**src/rtl/vec_pkg.sv**
```systemverilog
// rtl/vec_pkg.sv - shared constants, types and byte-enable helper for the vector store path
package vec_pkg;

    localparam int NUM_LANES      = 16;
    localparam int LANE_WIDTH     = 16;
    localparam int VEC_WIDTH      = 256;
    localparam int BEAT_WIDTH     = 32;
    localparam int BEATS          = 8;
    localparam int LANES_PER_BEAT = 2;

    typedef enum logic [1:0] {IDLE, SEND, FIN} state_t;

    typedef logic [NUM_LANES-1:0] lane_mask_t;

    // Each 16-bit lane covers two bytes of the 32-bit beat.
    function automatic logic [3:0] beat_be(input lane_mask_t mask, input logic [2:0] idx);
        logic [1:0] pair;
        pair = mask[{idx, 1'b0} +: 2];
        return {pair[1], pair[1], pair[0], pair[0]};
    endfunction

endpackage

```
**src/rtl/vec_beat_picker.sv**
```systemverilog
// rtl/vec_beat_picker.sv - finds the lowest active beat at or above a start index
module vec_beat_picker
    import vec_pkg::*;
(
    input  logic [15:0] mask_i,
    input  logic [3:0]  start_i,
    output logic [2:0]  next_idx_o,
    output logic        found_o
);

    // Scanning downward leaves the lowest qualifying beat as the final assignment.
    always_comb begin
        next_idx_o = 3'd0;
        found_o    = 1'b0;
        for (int k = BEATS - 1; k >= 0; k--) begin
            if ((4'(k) >= start_i) && (|mask_i[LANES_PER_BEAT*k +: LANES_PER_BEAT])) begin
                next_idx_o = 3'(k);
                found_o    = 1'b1;
            end
        end
    end

endmodule

```
**src/rtl/vec_store_serializer.sv**
```systemverilog
// rtl/vec_store_serializer.sv - writes a masked 256-bit vector to memory as 32-bit beats
module vec_store_serializer #(
    parameter int VEC_WIDTH  = vec_pkg::VEC_WIDTH,
    parameter int LANE_WIDTH = vec_pkg::LANE_WIDTH,
    parameter int BEAT_WIDTH = vec_pkg::BEAT_WIDTH,
    parameter int ADDR_WIDTH = 32
) (
    input  logic                             clk,
    input  logic                             rst,
    input  logic                             in_valid,
    output logic                             in_ready,
    input  logic [VEC_WIDTH-1:0]             in_data,
    input  logic [ADDR_WIDTH-1:0]            in_addr,
    input  logic [VEC_WIDTH/LANE_WIDTH-1:0]  in_mask,
    output logic                             mem_valid,
    input  logic                             mem_ready,
    output logic [ADDR_WIDTH-1:0]            mem_addr,
    output logic [BEAT_WIDTH-1:0]            mem_wdata,
    output logic [3:0]                       mem_be,
    output logic                             busy,
    output logic                             done
);
    import vec_pkg::*;

    state_t                  state_q, state_d;
    logic [VEC_WIDTH-1:0]    data_q, data_d;
    logic [ADDR_WIDTH-1:0]   base_q, base_d;
    lane_mask_t              mask_q, mask_d;
    logic [2:0]              idx_q, idx_d;
    logic                    mem_valid_q, mem_valid_d;
    logic [ADDR_WIDTH-1:0]   mem_addr_q, mem_addr_d;
    logic [BEAT_WIDTH-1:0]   mem_wdata_q, mem_wdata_d;
    logic [3:0]              mem_be_q, mem_be_d;

    logic [VEC_WIDTH-1:0]    load_data;
    logic [ADDR_WIDTH-1:0]   load_base;
    lane_mask_t              load_mask;
    logic [3:0]              pick_start;
    logic [2:0]              pick_idx;
    logic                    pick_found;

    // In IDLE the picker looks at the incoming request; otherwise at the latched one.
    assign load_data  = (state_q == IDLE) ? in_data : data_q;
    assign load_base  = (state_q == IDLE) ? (in_addr & ~ADDR_WIDTH'(3)) : base_q;
    assign load_mask  = (state_q == IDLE) ? in_mask : mask_q;
    assign pick_start = (state_q == IDLE) ? 4'd0 : ({1'b0, idx_q} + 4'd1);

    vec_beat_picker u_picker (
        .mask_i     (load_mask),
        .start_i    (pick_start),
        .next_idx_o (pick_idx),
        .found_o    (pick_found)
    );

    always_comb begin
        state_d     = state_q;
        data_d      = data_q;
        base_d      = base_q;
        mask_d      = mask_q;
        idx_d       = idx_q;
        mem_valid_d = mem_valid_q;
        mem_addr_d  = mem_addr_q;
        mem_wdata_d = mem_wdata_q;
        mem_be_d    = mem_be_q;
        case (state_q)
            IDLE: begin
                if (in_valid) begin
                    data_d = load_data;
                    base_d = load_base;
                    mask_d = load_mask;
                    state_d = pick_found ? SEND : FIN;
                end
            end
            SEND: begin
                if (mem_ready) begin
                    state_d = pick_found ? SEND : FIN;
                end
            end
            default: state_d = IDLE;
        endcase
        // Load the next beat whenever a new one is picked, from accept or from handshake.
        if (((state_q == IDLE) && in_valid) || ((state_q == SEND) && mem_ready)) begin
            mem_valid_d = pick_found;
            if (pick_found) begin
                idx_d       = pick_idx;
                mem_addr_d  = load_base + ADDR_WIDTH'({pick_idx, 2'b00});
                mem_wdata_d = load_data[BEAT_WIDTH*int'(pick_idx) +: BEAT_WIDTH];
                mem_be_d    = beat_be(load_mask, pick_idx);
            end
        end
    end

    always_ff @(posedge clk) begin
        if (rst) begin
            state_q     <= IDLE;
            data_q      <= '0;
            base_q      <= '0;
            mask_q      <= '0;
            idx_q       <= '0;
            mem_valid_q <= 1'b0;
            mem_addr_q  <= '0;
            mem_wdata_q <= '0;
            mem_be_q    <= '0;
        end else begin
            state_q     <= state_d;
            data_q      <= data_d;
            base_q      <= base_d;
            mask_q      <= mask_d;
            idx_q       <= idx_d;
            mem_valid_q <= mem_valid_d;
            mem_addr_q  <= mem_addr_d;
            mem_wdata_q <= mem_wdata_d;
            mem_be_q    <= mem_be_d;
        end
    end

    assign in_ready  = (state_q == IDLE);
    assign busy      = (state_q != IDLE);
    assign done      = (state_q == FIN);
    assign mem_valid = mem_valid_q;
    assign mem_addr  = mem_addr_q;
    assign mem_wdata = mem_wdata_q;
    assign mem_be    = mem_be_q;

endmodule

```
**config.mk**
```make
export PLATFORM = sky130hd
export DESIGN_NAME = vec_store_serializer
export DESIGN_NICKNAME = d
export VERILOG_FILES = /design/src/rtl/vec_pkg.sv /design/src/rtl/vec_beat_picker.sv /design/src/rtl/vec_store_serializer.sv
export SDC_FILE = /design/constraint.sdc
export NUM_CORES = 1
export LEC_CHECK = 0
export BUFFER_PORTS_ARGS = -buffer_cell sky130_fd_sc_hd__buf_2
export CORE_MARGIN = 2
export CORE_UTILIZATION = 56
export DETAILED_ROUTE_END_ITERATION = 8
export PLACE_DENSITY = 0.85
export REMOVE_ABC_BUFFERS = 1
export SETUP_SLACK_MARGIN = 0.3
export SYNTH_ARGS = -nofsm -noshare
export SYNTH_HDL_FRONTEND = slang
export SYNTH_SLANG_ARGS = --single-unit
```
**constraint.sdc**
```tcl
create_clock -name clk -period 4.62 [get_ports clk]
set_input_delay 0.462 -clock clk [delete_from_list [all_inputs] [get_ports clk]]
set_output_delay 0.462 -clock clk [all_outputs]
set_load 0.02 [all_outputs]
```
==> flow_summary_export.csv <==
group,metric,value,unit
layout,ff_latch_area,7530,um2
routing,viasPerCell,6.28,
routing,top_layer_used,"met5",
synthesis,synthFlopType,"dfxtp_1",
routing,initialDrtViolationCount,2312,
synthesis,netlist_top_cells_area,"dfxtp_1, nand2_1, a21oi_1",
sta,tightest_slew,1290,ps
sta,period_needed,4120,ps
clocking,cts_root_buf,"clkbuf_16",
setup_path,cpMostUsedCell,"buf_4",
layout,fin_nets,3187,
routing,post_drt_wl_per_cell,20.3,um
routing,wl_met3,6950,um
synthesis,yosys_register_bits,376,
synthesis,yosysMostFrequentCell,"nand2_1",
sta,maxSlewViolCount,0,
sta,max_freq,243,MHz
synthesis,synth_area,20100,um2
routing,wl_met2,32200,um
setup_path,cp_slowest_stage_delay,1090,ps
setup_path,worstPathRequired,5080,ps
sta,rsz0062_at_grt,"false",
place,gp_congestion,0.926,
power_and_ir_drop,cellLeakagePower,9.72,nW
setup_path,r2r-start,"state_q[1]",
setup_path,start_kind,"flop",
die,chipHeight,193,um
die,io_pins,380,
layout,area_growth,17.7,%
layout,multi_input_area,11600,um2
global_routing,grt_max_degree,175,
clocking,cts_tree,"yes",
layout,fin_util,0.667,
power_and_ir_drop,power_density,396,nW/um2
setup_path,arrival,4580,ps
sta,fin_ws,502,ps
synthesis,synth_top_cell_by_area,"dfxtp_1",
global_routing,grt_pass1_vias,20257,
clocking,htree_levels,2,
worst_hold_path,worstHoldStart,"in_data[0]",
die,dieArea,37400,um2
die,initial_core_util,0.567,
place,dp_hpwl,43400,um
die,dieWidth,193,um
setup_path,critPathKind,"flop to flop",
sta,tns,0,ps
global_routing,grt.overflow.total,0,
place,pre_cts_ws,335,ps
setup_path,crit_start,"state_q[1]",
routing,vias,21293,
clocking,clock-sinks,376,
routing,dr.pass1.iters,6,
sta,hold_viol_final,0,
synthesis,synthCells,2639,
synthesis,synth_edf_count,0,
synthesis,synth_cell_type_count,83,
global_routing,antenna_found_initial,22,
global_routing,grt_use_total,0.352,
clocking,cts_made_buffers,42,
power_and_ir_drop,peakVddDrop,0.340,mV
sta,post-route-period-util,0.891,
sta,finClkSkew,17.2,ps
routing,drc,0,
run,maxCapViolCount,0,
layout,layout-drive-gt1-share,0.209,
synthesis,async_flop_share,0,
routing,ant_nets,0,
place,port_buffers,377,
worst_hold_path,hold_path_class,"input pin to flop",
status,outcome,"completed",
global_routing,grt_pass1_wl,107000,um
sta,relSlewSlack,0.136,
setup_path,worst-path-max-fanout,49,
layout,fill_cells,2921,
clocking,clk_path_buf_depth,3,
setup_path,slowest_stage,"nor2_2",
routing,m1WireLength,26700,um
synthesis,avgSynthCellArea,7.62,um2
die,core_area,35500,um2
synthesis,synth_top_area_frac,0.374,
place,placed_area,22100,um2
sta,setup_viol,0,
setup_path,critical_path.cell_chain,"or2_2, buf_4, a21oi_1, a21oi_2, o211a_4, o21ai_4, inv_2, buf_4, nor2_2, a32oi_1, a32o_1",
synthesis,netlist_top_cells_count,"nand2_1, dfxtp_1, a21oi_1, clkbuf_1, mux2i_1",
synthesis,ys_seq_area_frac,0.374,
clocking,worstSkewPairLatency,570,ps
setup_path,end_kind,"flop",
synthesis,yosysWarningCount,0,
die,fp-row-count,69,
routing,wirelength,68900,um
clocking,clk_pin_slew,60,ps
clocking,cts_setup_buffers,0,
layout,finish.instance_area,23700,um2
[worst max-delay path: cells and delay by family (launching register included)]
family,cells,cell delay [ps]
flops,1,410
compound gates,6,1440
simple gates,2,1480
buf+inv,3,630
[registers in the layout (all words and copies together) (netlist names)]
| name | cells |
|---|---|
| data_q | 256 |
| base_q | 32 |
| mem_addr | 32 |
| mem_wdata | 32 |
| mask_q | 16 |
| idx_q | 3 |
| mem_be | 2 |
| state_q | 2 |
| mem_valid | 1 |
[path summary, 6_finish.rpt]
path                                      end  depth (start not counted)  slack (ps)
worst min register to register   mem_addr[14]                          2         450
worst max register to register  mem_wdata[24]                         11         500
worst max-delay path            mem_wdata[24]                         11         500
worst min-delay path                data_q[0]                          3         140
[layout make-up]
cell class	count	area share
Multi-Input combinational cell	1996	0.488
Clock inverter	13	0.00729
Clock buffer	61	0.0548
Tap cell	461	0.0244
Antenna cell	24	0.00254
Inverter	28	0.00465
Timing Repair Buffer	430	0.100
Sequential cell	376	0.318
[stage by stage]
| stage | instances | total power [mW] | hold slack (ps) |
|---|---|---|---|
| final | 3389 | 9.37 | 137 |
| after global routing | 3378 | 9.71 | 120 |
| after detailed placement | 3291 | 5.82 | 441 |
| after floorplan | 2400 | 5.02 | 425 |
| after global placement | 3291 | 5.75 | 436 |
| after CTS | 3365 | 9.36 | 118 |
[repair_timing]
action	in CTS	in global routing
pin swaps	0	0
gates resized for setup	1	2
hold buffers	0	0
endpoints found under the hold margin	0	0
endpoints found under the setup margin	1	7
[report_power, final]
| part | leakage [nW] | internal, mW | switching [mW] |
|---|---|---|---|
| Combinational | 5.90 | 0.770 | 1.39 |
| Clock | 0.732 | 2.17 | 1.40 |
| Sequential | 3.09 | 3.49 | 0.146 |
[layout by cell type, fill, tap and decap left out, drive strengths merged, types with 24 or more instances in the layout]
cell type	netlist	final
nor2	32	32
o2111ai	57	57
and3	47	47
o211ai	46	46
a21oi	365	365
mux2	35	35
nand4	30	30
inv	28	29
diode	0	24
nand2	860	860
buf	55	430
nand3	65	65
clkbuf	184	61
a31oi	38	38
mux2i	104	104
dfxtp	376	376
[layer usage]
| layer | up-vias | track usage |
|---|---|---|
| met4 | 12 | 0.164 |
| met1 | 9946 | 0.443 |
| met2 | 1239 | 0.575 |
| met3 | 240 | 0.0802 |
| met5 | - | 0 |
| li1 | 9856 | - |
[cell families (layout without fill, tap and decap cells)]
group | Yosys count | count (layout) | share of synthesized area
adder cells (fa/ha/maj) | 5 | 5 | 0.00349
flip-flops | 376 | 376 | 0.374
multiplexers | 155 | 155 | 0.0904
AND/OR/NAND/NOR | 1130 | 1130 | 0.243
buffers and inverters | 267 | 532 | 0.0563
other | 0 | 24 | 0
AO/OA/AOI/OAI | 685 | 685 | 0.223
XOR/XNOR | 21 | 21 | 0.00915
No activity file was read; power rests on OpenSTA's default activity.
